--- src/rtl/if_fetch_unit.sv ---
`default_nettype none
// +----------------------------------------------------------------------+
// | if_fetch_unit : PC owner, one-outstanding instruction fetch into the  |
// |                 IF/ID buffer with jump redirect.     Rev 1.0          |
// +----------------------------------------------------------------------+
module if_fetch_unit #(
  parameter int unsigned          AddrWidth = 64,
  parameter int unsigned          InstWidth = 32,
  parameter logic [AddrWidth-1:0] ResetPc   = AddrWidth'('h8000_0000)
) (
  input  logic                           Clk,
  input  logic                           Rst,
  output logic                           ReqValid,
  output logic [AddrWidth-1:0]           ReqAddr,
  input  logic                           ReqReady,
  input  logic                           RspValid,
  input  logic [InstWidth-1:0]           RspInst,
  input  logic                           JumpValid,
  input  logic [AddrWidth-1:0]           JumpAddr,
  input  logic                           BufFull,
  output logic                           BufWInc,
  output logic [AddrWidth+InstWidth-1:0] BufWData,
  output logic [AddrWidth-1:0]           Pc
);

  localparam int unsigned PktWidth = AddrWidth + InstWidth;

  typedef enum logic [2:0] {
    S_IDLE = 3'd0,
    S_REQ  = 3'd1,
    S_WAIT = 3'd2,
    S_HOLD = 3'd3,
    S_DROP = 3'd4
  } state_t;

  state_t                r_state, w_state_nxt;
  logic [AddrWidth-1:0]  r_pc, w_pc_nxt;
  logic [PktWidth-1:0]   r_hold, w_hold_nxt;
  logic                  r_pend, w_pend_nxt;
  logic [AddrWidth-1:0]  w_jump_pc;
  logic [AddrWidth-1:0]  w_pc_inc;

  assign w_jump_pc = {JumpAddr[AddrWidth-1:2], 2'b00};
  assign w_pc_inc  = r_pc + AddrWidth'(4);
  assign ReqAddr   = r_pc;
  assign Pc        = r_pc;

  always_ff @(posedge Clk or negedge Rst) begin
    if (!Rst) begin
      r_state <= S_IDLE;
      r_pc    <= ResetPc;
      r_hold  <= '0;
      r_pend  <= 1'b0;
    end else begin
      r_state <= w_state_nxt;
      r_pc    <= w_pc_nxt;
      r_hold  <= w_hold_nxt;
      r_pend  <= w_pend_nxt;
    end
  end

  always_comb begin
    w_state_nxt = r_state;
    w_pc_nxt    = r_pc;
    w_hold_nxt  = r_hold;
    w_pend_nxt  = r_pend;
    ReqValid    = 1'b0;
    BufWInc     = 1'b0;
    BufWData    = '0;
    case (r_state)
      S_IDLE: begin
        w_state_nxt = S_REQ;
        if (JumpValid) w_pc_nxt = w_jump_pc;
      end
      S_REQ: begin
        ReqValid = 1'b1;
        if (JumpValid) begin
          w_pc_nxt = w_jump_pc;
          if (ReqReady) begin
            w_state_nxt = S_DROP;
            w_pend_nxt  = 1'b1;
          end
        end else if (ReqReady) begin
          w_state_nxt = S_WAIT;
        end
      end
      S_WAIT: begin
        if (JumpValid) begin
          w_pc_nxt = w_jump_pc;
          if (RspValid) begin
            w_state_nxt = S_REQ;
          end else begin
            w_state_nxt = S_DROP;
            w_pend_nxt  = 1'b1;
          end
        end else if (RspValid) begin
          w_pc_nxt = w_pc_inc;
          if (BufFull) begin
            w_hold_nxt  = {r_pc, RspInst};
            w_state_nxt = S_HOLD;
          end else begin
            BufWInc     = 1'b1;
            BufWData    = {r_pc, RspInst};
            w_state_nxt = S_REQ;
          end
        end
      end
      S_HOLD: begin
        BufWData = r_hold;
        if (JumpValid) begin
          w_pc_nxt    = w_jump_pc;
          w_hold_nxt  = '0;
          w_state_nxt = S_REQ;
        end else if (!BufFull) begin
          BufWInc     = 1'b1;
          w_hold_nxt  = '0;
          w_state_nxt = S_REQ;
        end
      end
      S_DROP: begin
        // Stay until the stale response is swallowed so it can never be taken for a new fetch
        if (RspValid) w_pend_nxt = 1'b0;
        if (JumpValid) begin
          w_pc_nxt = w_jump_pc;
        end else if (RspValid || !r_pend) begin
          w_state_nxt = S_REQ;
        end
      end
      default: w_state_nxt = S_IDLE;
    endcase
  end

endmodule
`default_nettype wire

--- config.mk ---
export PLATFORM = sky130hd
export DESIGN_NAME = if_fetch_unit
export DESIGN_NICKNAME = d
export VERILOG_FILES = /design/src/rtl/if_fetch_unit.sv
export SDC_FILE = /design/constraint.sdc
export NUM_CORES = 1
export LEC_CHECK = 0
export BUFFER_PORTS_ARGS = -buffer_cell sky130_fd_sc_hd__buf_2
export CORE_ASPECT_RATIO = 0.5
export CORE_MARGIN = 8
export CORE_UTILIZATION = 55
export CTS_CLUSTER_SIZE = 16
export DETAILED_ROUTE_END_ITERATION = 10
export HOLD_SLACK_MARGIN = 0.1
export PLACE_DENSITY_LB_ADDON = 0.12
export SETUP_SLACK_MARGIN = 0.1
export SYNTH_ARGS = -nofsm -noshare
export SYNTH_HDL_FRONTEND = slang
export SYNTH_SLANG_ARGS = --single-unit
--- constraint.sdc ---
create_clock -name Clk -period 7.94 [get_ports Clk]
set_input_delay 1.191 -clock Clk [delete_from_list [all_inputs] [get_ports Clk]]
set_output_delay 1.191 -clock Clk [all_outputs]
set_load 0.1 [all_outputs]
==> metrics, run 1 <==
MaxCap Viol Count=0; hold buffer count at cts=0; DRC=0; Final Max Slew Viols=0; Num CTS Buffers=17; synthesis-to-finish area growth=16.8%; H-tree levels=4; Netlist cell types=62; Clock Tree Root=clkbuf_16; Hold/Removal Path Class=reg -> reg; CP required=6.75 ns; core footprint=18,200 µm²; reg2reg start=Pc[2]; post-CTS sizing=0; largest net degree at the start of global routing=106; worst setup path endpoint=BufWData[85]; Critical Path Start=r_state[2]; CTS tree=done; crit-path cells=nand2b_2 > nor4_2 > buf_4 > a22oi_1 > nor2_1 > buf_2; wire length per cell=22.5 µm; insertion delay to the later sink of the worst-skew pair=0.43 ns; RSZ-0062 raised after global routing=no; fin nets=1,539; ant diodes=0; final hold violation count=0; Max Root-Sink Buffers=2; FF-to-FF path depth=6; vias after detailed routing=10,600; Die H=112 µm; global-route wire length before repair=58.7 mm; TritonRoute pass-1 iters=6; Relative slew margins=19.5%; Initial Util=55.4%; initial antenna violation count=0; clock skew after layout=0.0144 ns; worst stage delay on the critical path=0.78 ns; Die Span X=207 µm; IO Port Bufs=321; Post-synth EDFFs=0; Reg-to-Reg End=Pc[46]; Worst Path Class, Setup=reg -> out; CTS sink count=161; Total GRT Usage=31.5%; fillers=1,638; DRT Wirelength=37.9 mm; gpl congestion=0.915; worst-margin pin slew=1.21 ns; flop and latch count out of synthesis=161; run status=complete, no violations; Ys Warns=0; reg2reg setup slack=4.56 ns; post-CTS setup buffer count=0; synthesized area=10,100 µm²; Crit. End Element=primary output; share of cells above drive strength 1=26.8%; DR vias/cell=6.30; Top-Level Pins=328; TNS Setup=0 ns; post-DP HPWL=26.5 mm; Synth Flop Type=dfrtp_1; crit share post-route=60.0%; die area=23,200 µm²; register area share after synthesis=40.0%; critical path peak fanout=52; Mean Syn Cell Area=7.93 µm²; Final Critical Period=4.76 ns; worst path arrival time=3.57 ns; clock transition at the registers of the reported paths=0.06 ns; final setup vio count=0; ys async rst share=100%; synthesized instance count=1,270; number of global-route vias before repair=10,200; multi-input logic area=5080 µm²; grt total ovfl=0; Critical Path Start Type=flop; Row Count=35; CP max-delay cell=nand2b_2; Final ANT Viol Nets=0; Reg area=4030 µm²; DRT iter0 DRCs=1,352; Fmax achieved=0.210 GHz
## how the worst min path moves through the flow
stage / from / end / slack (ns) / cells past startpoint
floorplan: r_hold[33] / r_hold[33] / 0.44 / 1
global placement: r_hold[33] / r_hold[33] / 0.46 / 1
detailed placement: r_hold[33] / r_hold[33] / 0.46 / 1
CTS: r_hold[47] / r_hold[47] / 0.48 / 2
global route: r_hold[33] / r_hold[33] / 0.50 / 1
finish: r_hold[64] / r_hold[64] / 0.48 / 2
## cell usage in the layout, fill, tap and decap left out, types with 15 or more instances in the layout
cell       count
a21oi_1       41
a22o_1        48
a22oi_1       53
buf_2        320
clkbuf_16     17
dfrtp_1      159
nand2_1      238
nand3_1       47
nand4_1       36
nor2_1        95
nor3_1        26
nor4_1        15
o21ai_0      113
## synth_stat cells, drive strengths merged, types with 5 or more instances
master	count	area share, %
o21ai	113	5.6
clkbuf	109	4.1
or2	7	0.43
o311ai	5	0.43
and4	10	0.87
inv	10	0.37
buf	81	5.6
nand3	47	2.3
nor3	26	1.3
nand2	240	8.9
a22o	49	4.3
nand3b	5	0.37
a22oi	54	4.0
o22ai	12	0.75
mux2i	5	0.50
a2bb2oi	5	0.43
a211oi	5	0.37
or4	9	0.67
and2	12	0.75
or3	12	0.75
dfrtp	160	40
nor4	16	0.99
a311oi	8	0.70
o31ai	12	0.89
and3	14	0.87
nor2	96	3.6
nor4b	5	0.43
nand4	38	2.5
a21oi	41	2.0
## critical path, delay by kind of cell, from the launching register on
kind | cells | cell delay [ns]
and+or+nand+nor | 3 | 1.46
buffers and inverters | 2 | 1.02
DFF | 1 | 0.50
AOI/OAI and AO/OA | 1 | 0.15
## state kept, by name (all words and copies together), names as in the netlist
register and flops:
r_pend 1, r_state 3, Pc 62, r_hold 95
## metal layers
metal  wire [µm]  GRT usage [%]  vias to the layer above  share of wire, %
li1            -              -                     4841                 -
met1       16500           44.9                     5081                44
met2       16400           46.1                      658                43
met3        4460           10.0                       54                12
met4         566           6.54                        0               1.5
met5           0              0                        -                 0
## stage by stage
stage / cell area [µm²] / hold WS [ns] / instances / setup slack [ns] / utilization (%)
floorplan: 10100 / 0.445 / 1273 / 2.45 / -
global placement: 11200 / 0.461 / 1657 / 3.67 / 61.4
detailed placement: 11200 / 0.465 / 1657 / 3.62 / 61.4
CTS: 11800 / 0.482 / 1689 / 3.15 / 64.7
global route: 11800 / 0.505 / 1689 / 2.90 / 64.7
finish: 11800 / 0.484 / 1689 / 3.18 / 64.7
## kinds of logic (layout without fill, tap and decap cells)
| family | Yosys count | after routing | share of synthesized area [%] |
|---|---|---|---|
| other | 1 | 4 | 0.0372 |
| muxes | 6 | 6 | 0.609 |
| and+or+nand+nor | 553 | 553 | 25.9 |
| adders and majority gates | 1 | 1 | 0.124 |
| buffers and inverters | 200 | 376 | 10.0 |
| DFF | 161 | 161 | 40.0 |
| AOI/OAI and AO/OA | 348 | 348 | 23.2 |
## area by class of cell
cell class	count	share of cell area, %
clock buffer	20	3.80
inverter	10	0.319
timing repair buffer	334	14.5
clock inverter	12	1.35
multi-input combinational	912	43.2
tap	240	2.55
sequential	161	34.3
Power of run 1 is not shown: default switching activity piles up to over one toggle a cycle in this logic, so the estimate is an artifact.
==> run 2: changes to the inputs <==
--- a/config.mk
+++ b/config.mk
@@ -8,7 +8,7 @@
 export BUFFER_PORTS_ARGS = -buffer_cell sky130_fd_sc_hd__buf_2
 export CORE_ASPECT_RATIO = 0.5
 export CORE_MARGIN = 8
-export CORE_UTILIZATION = 55
+export CORE_UTILIZATION = 47
 export CTS_CLUSTER_SIZE = 16
 export DETAILED_ROUTE_END_ITERATION = 10
 export HOLD_SLACK_MARGIN = 0.1
==> constraint.sdc (replaced) <==
create_clock -name Clk -period 4.25 [get_ports Clk]
set_input_delay 0.6375 -clock Clk [delete_from_list [all_inputs] [get_ports Clk]]
set_output_delay 0.6375 -clock Clk [all_outputs]
set_load 0.1 [all_outputs]
==> run 2 against run 1 <==
  * Wire length rose by 1.1%
  * Cell area rose by 6.5%
  * Clock skew fell by 0.0015 ns
  * Via count rose by 0.32%
  * Non-clock buffer count rose by 13
==> metrics, run 2 (synthesized netlist as in run 1, its figures left out) <==
run status=complete, no violations; IO Port Bufs=321; commonest non-fill, non-tap cell in the layout=buf_2; met3 Use GR=8.40%; final setup vio count=0; Row Count=38; TritonRoute pass-1 iters=6; worst path arrival time=2.82 ns; post-CTS sizing=0; clock skew after layout=0.0129 ns; reg2reg setup slack=0.94 ns; H-tree levels=4; die area=26,700 µm²; global-route wire length before repair=59.7 mm; initial antenna violation count=1; gpl congestion=0.924; grt total ovfl=0; wire length per cell=22.0 µm; hold buffer count at cts=0; Relative slew margins=14.5%; worst-margin pin slew=1.27 ns; post-CTS setup buffer count=0; Final ANT Viol Nets=0; core footprint=21,300 µm²; dpl cells=1,710; Top-Level Pins=328; TNS Setup=0 ns; Die Span X=223 µm; Final Critical Period=3.46 ns; Initial Util=47.2%; insertion delay to the later sink of the worst-skew pair=0.44 ns; CTS sink count=161; fin cells=1,742; Critical Path Start Type=flop; post-DP HPWL=26.9 mm; RSZ-0062 raised after global routing=no; clock transition at the registers of the reported paths=0.07 ns; synthesis-to-finish area growth=24.4%; Crit. End Element=primary output; GR Util met2=41.3%; DR vias/cell=6.12; gr busiest metal=met2; Total GRT Usage=28.0%; Biggest register=r_hold; Final Max Slew Viols=0; Critical Path Start=r_state[0]; met1 Use GR=39.1%; Num CTS Buffers=17; Fmax achieved=0.289 GHz; crit share post-route=81.5%; fin nets=1,552; final hold violation count=0; DRC=0; max reg flops=95; Worst Path Class, Setup=reg -> out; MaxCap Viol Count=0; DRT Wirelength=38.4 mm; Hold/Removal Path Class=in -> async; share of cells above drive strength 1=27.4%; Die H=120 µm; Clock Tree Root=clkbuf_16; number of global-route vias before repair=10,000; CP required=3.61 ns; CTS tree=done; critical path peak fanout=32; most frequent cells in the layout=buf_2, nand2_1, dfrtp_1; vias after detailed routing=10,700; reg2reg start=Pc[3]; Max Root-Sink Buffers=2; largest net degree at the start of global routing=104; DRT iter0 DRCs=1,313
## run 2: critical path, cell delays in order, from the launching register on
cell	delay, ns
dfrtp_2	0.43
buf_4	0.37
and2_2	0.61
buf_12	0.30
a22o_1	0.21
buf_2	0.44
## run 2: cell type report
cell class | count | area, µm²
diodes | 1 | 2.50
clock buffers | 21 | 460
clock inverters | 10 | 134
well taps | 280 | 350
flip-flops and latches | 161 | 4030
inverters | 10 | 37.5
fillers | 1986 | 8820
multi-input cells | 912 | 5090
repair buffers | 347 | 2430
## run 2: metrics by stage
| stage | util [%] | area (µm²) | setup slack [ns] | hold WS, ns |
|---|---|---|---|---|
| global route | 58.7 | 12500 | 0.651 | 0.392 |
| detailed placement | 55.9 | 11900 | 1.03 | 0.469 |
| CTS | 58.7 | 12500 | 0.803 | 0.362 |
| finish | 58.7 | 12500 | 0.788 | 0.284 |
| floorplan | - | 10100 | 0.264 | 0.342 |
| global placement | 55.9 | 11900 | 1.08 | 0.462 |
## run 2: per-layer routing
layer  routed length (µm)  vias to the layer above
li1                     -                     4874
met1                16600                     5140
met2                16700                      593
met3                 4270                       61
met4                  765                        0
met5                    0                        -
## run 2: path summary, 6_finish.rpt
check / cells after the start / end
max: 5 / BufWData[82]
min: 1 / Pc[8]
max reg2reg: 6 / Pc[46]
min reg2reg: 2 / r_hold[38]
max in group asynchronous: 2 / Pc[31]
min in group Clk: 3 / Pc[29]
Power of run 2 is left out for the same reason.
==> run 3: changes to the inputs <==
--- a/config.mk
+++ b/config.mk
@@ -5,10 +5,11 @@
 export SDC_FILE = /design/constraint.sdc
 export NUM_CORES = 1
 export LEC_CHECK = 0
+export ABC_AREA = 1
 export BUFFER_PORTS_ARGS = -buffer_cell sky130_fd_sc_hd__buf_2
 export CORE_ASPECT_RATIO = 0.5
 export CORE_MARGIN = 8
-export CORE_UTILIZATION = 47
+export CORE_UTILIZATION = 48
 export CTS_CLUSTER_SIZE = 16
 export DETAILED_ROUTE_END_ITERATION = 10
 export HOLD_SLACK_MARGIN = 0.1
==> constraint.sdc (replaced) <==
create_clock -name Clk -period 2.8 [get_ports Clk]
set_input_delay 0.42 -clock Clk [delete_from_list [all_inputs] [get_ports Clk]]
set_output_delay 0.42 -clock Clk [all_outputs]
set_load 0.1 [all_outputs]
==> run 3 against run 2 <==
  * Worst setup slack worse by 0.64 ns
  * Cell area up 12%
  * Utilization increased by 6.0 points
  * Die area rose by 3.1%
  * Critical endpoint is now BufWData[92]
==> metrics, run 3 <==
crit share post-route=94.7%; ant diodes=0; Relative slew margins=43.4%; most frequent cell after synthesis=nand2_1; DR vias/cell=5.61; synthesized area=10,600 µm²; wire length per cell=20.0 µm; insertion delay to the later sink of the worst-skew pair=0.46 ns; worst path arrival time=2.23 ns; global-route wire length before repair=66.3 mm; Ys Warns=0; Fmax achieved=0.377 GHz; Biggest register=r_hold; DRC=0; CTS sink count=161; Worst Path Class, Setup=reg -> out; clock transition at the registers of the reported paths=0.07 ns; fin nets=1,946; H-tree levels=4; Post-synth EDFFs=0; commonest non-fill, non-tap cell in the layout=nand2_1; clock skew after layout=0.00906 ns; post-DP HPWL=31.7 mm; Total GRT Usage=30.9%; commonest cells in the netlist=nand2_1, nand3_1, dfrtp_1; critical path peak fanout=55; synthesis-to-finish area growth=32.1%; most frequent cells in the layout=nand2_1, buf_2, nand3_1; Num CTS Buffers=17; final setup vio count=0; Yosys top cell area share=37.6%; synthesized instance count=1,614; Initial Util=49.0%; Final Max Slew Viols=0; Top-Level Pins=328; RSZ-0062 raised after global routing=yes; fin worst setup slack=0.150 ns; Crit. End Element=primary output; dpl ws=0.346 ns; Max Root-Sink Buffers=2; die area=27,500 µm²; run status=complete, no violations; Hold/Removal Path Class=in -> reg; flop and latch count out of synthesis=161; Die H=121 µm; number of global-route vias before repair=11,500; Mean Syn Cell Area=6.59 µm²; Critical Path Start Type=flop; final design utilization=64.7%; top post-synthesis cells by area=dfrtp_1, nand2_1, nand3_1; Die Span X=227 µm; worst-margin pin slew=0.850 ns; DRT iter0 DRCs=1,495; final hold violation count=0; Final Critical Period=2.65 ns; ys async rst share=100%; Netlist cell types=26; max reg flops=95; DRT Wirelength=43.2 mm; Final ANT Viol Nets=0; grt total ovfl=0; core footprint=21,700 µm²; leading area contributor after synthesis=dfrtp_1; Synth Flop Type=dfrtp_1; CTS tree=done; Row Count=38; vias after detailed routing=12,100; register area share after synthesis=37.9%; IO Port Bufs=321; CP required=2.38 ns; initial antenna violation count=0; TritonRoute pass-1 iters=7; share of cells above drive strength 1=23.4%; dpl cells=2,122; gpl congestion=0.996; MaxCap Viol Count=0; fin cells=2,156; largest net degree at the start of global routing=67; Clock Tree Root=clkbuf_16
-- run 3: cell types whose count changed in the layout (fill, tap and decap cells not counted), moves of 26 or more --
cell	previous run	this run
buf_12	42	79
nor2_1	95	142
nand3_1	47	178
inv_1	10	146
a22oi_1	53	7
nand2_1	238	566
o21ai_1	0	29
a22o_1	48	0
buf_2	283	223
a32o_1	0	39
o21ai_2	0	26
o21ai_0	113	84
-- run 3: per-layer routing --
metal / global-route usage, % / up-vias / wire length [µm]
met5: 0 / - / 0
met4: 8.19 / 0 / 702
met3: 9.14 / 49 / 4870
met2: 48.9 / 666 / 19800
met1: 41.0 / 5770 / 17800
li1: - / 5605 / -
-- run 3: area by class of cell --
type / count / area (µm²)
well taps: 300 / 375
clock buffers: 19 / 443
inverters: 151 / 568
repair buffers: 354 / 3100
fillers: 1994 / 7670
clock inverters: 13 / 198
multi-input cells: 1158 / 5340
flip-flops and latches: 161 / 4030
-- run 3: path summary, 6_finish.rpt --
check	startpoint	end	slack, ns	depth (start not counted)
setup / recovery	r_state[1]	BufWData[92]	0.15	8
hold / removal	RspInst[0]	r_hold[0]	0.20	3
setup reg to reg	Pc[2]	Pc[37]	0.26	10
hold reg to reg	r_hold[91]	r_hold[91]	0.48	2
max in group asynchronous	Rst	Pc[59]	1.53	3
min in group asynchronous	Rst	r_hold[74]	0.48	2
-- run 3: kinds of logic after synthesis --
family | after synthesis | share of synthesized area [%]
compound gates | 221 | 12.7
xor+xnor | 6 | 0.494
fa+ha+maj | 1 | 0.118
buf+inv | 298 | 13.3
flops | 161 | 37.9
other cells | 1 | 0.0352
simple gates | 926 | 35.5
-- run 3: repair_timing --
| action | CTS | global route |
|---|---|---|
| setup buffers | 1 | 0 |
| hold buffers | 1 | 0 |
| endpoints found under the setup margin | 55 | 45 |
| endpoints found under the hold margin | 43 | 0 |
| gates cloned | 0 | 0 |
| pin swaps | 1 | 0 |
| resized for setup | 3 | 25 |
-- run 3: stage by stage --
stage,hold slack (ns),cell area (µm²),TNS (ns)
after global routing,0.202,14100,0
after CTS,0.183,14000,0
after detailed placement,0.402,13300,0
after floorplan,0.124,10800,-6.43
final,0.197,14100,0
after global placement,0.397,13300,0
-- run 3: worst max-delay path, cell delays in order (launching register included) --
cell     delay (ns)
dfrtp_1        0.39
inv_2          0.06
nor2_1         0.12
nand2_1        0.13
nor2_4         0.13
nand2_2        0.06
buf_8          0.23
o21ai_1        0.38
buf_12         0.23
Power of run 3 is left out for the same reason.
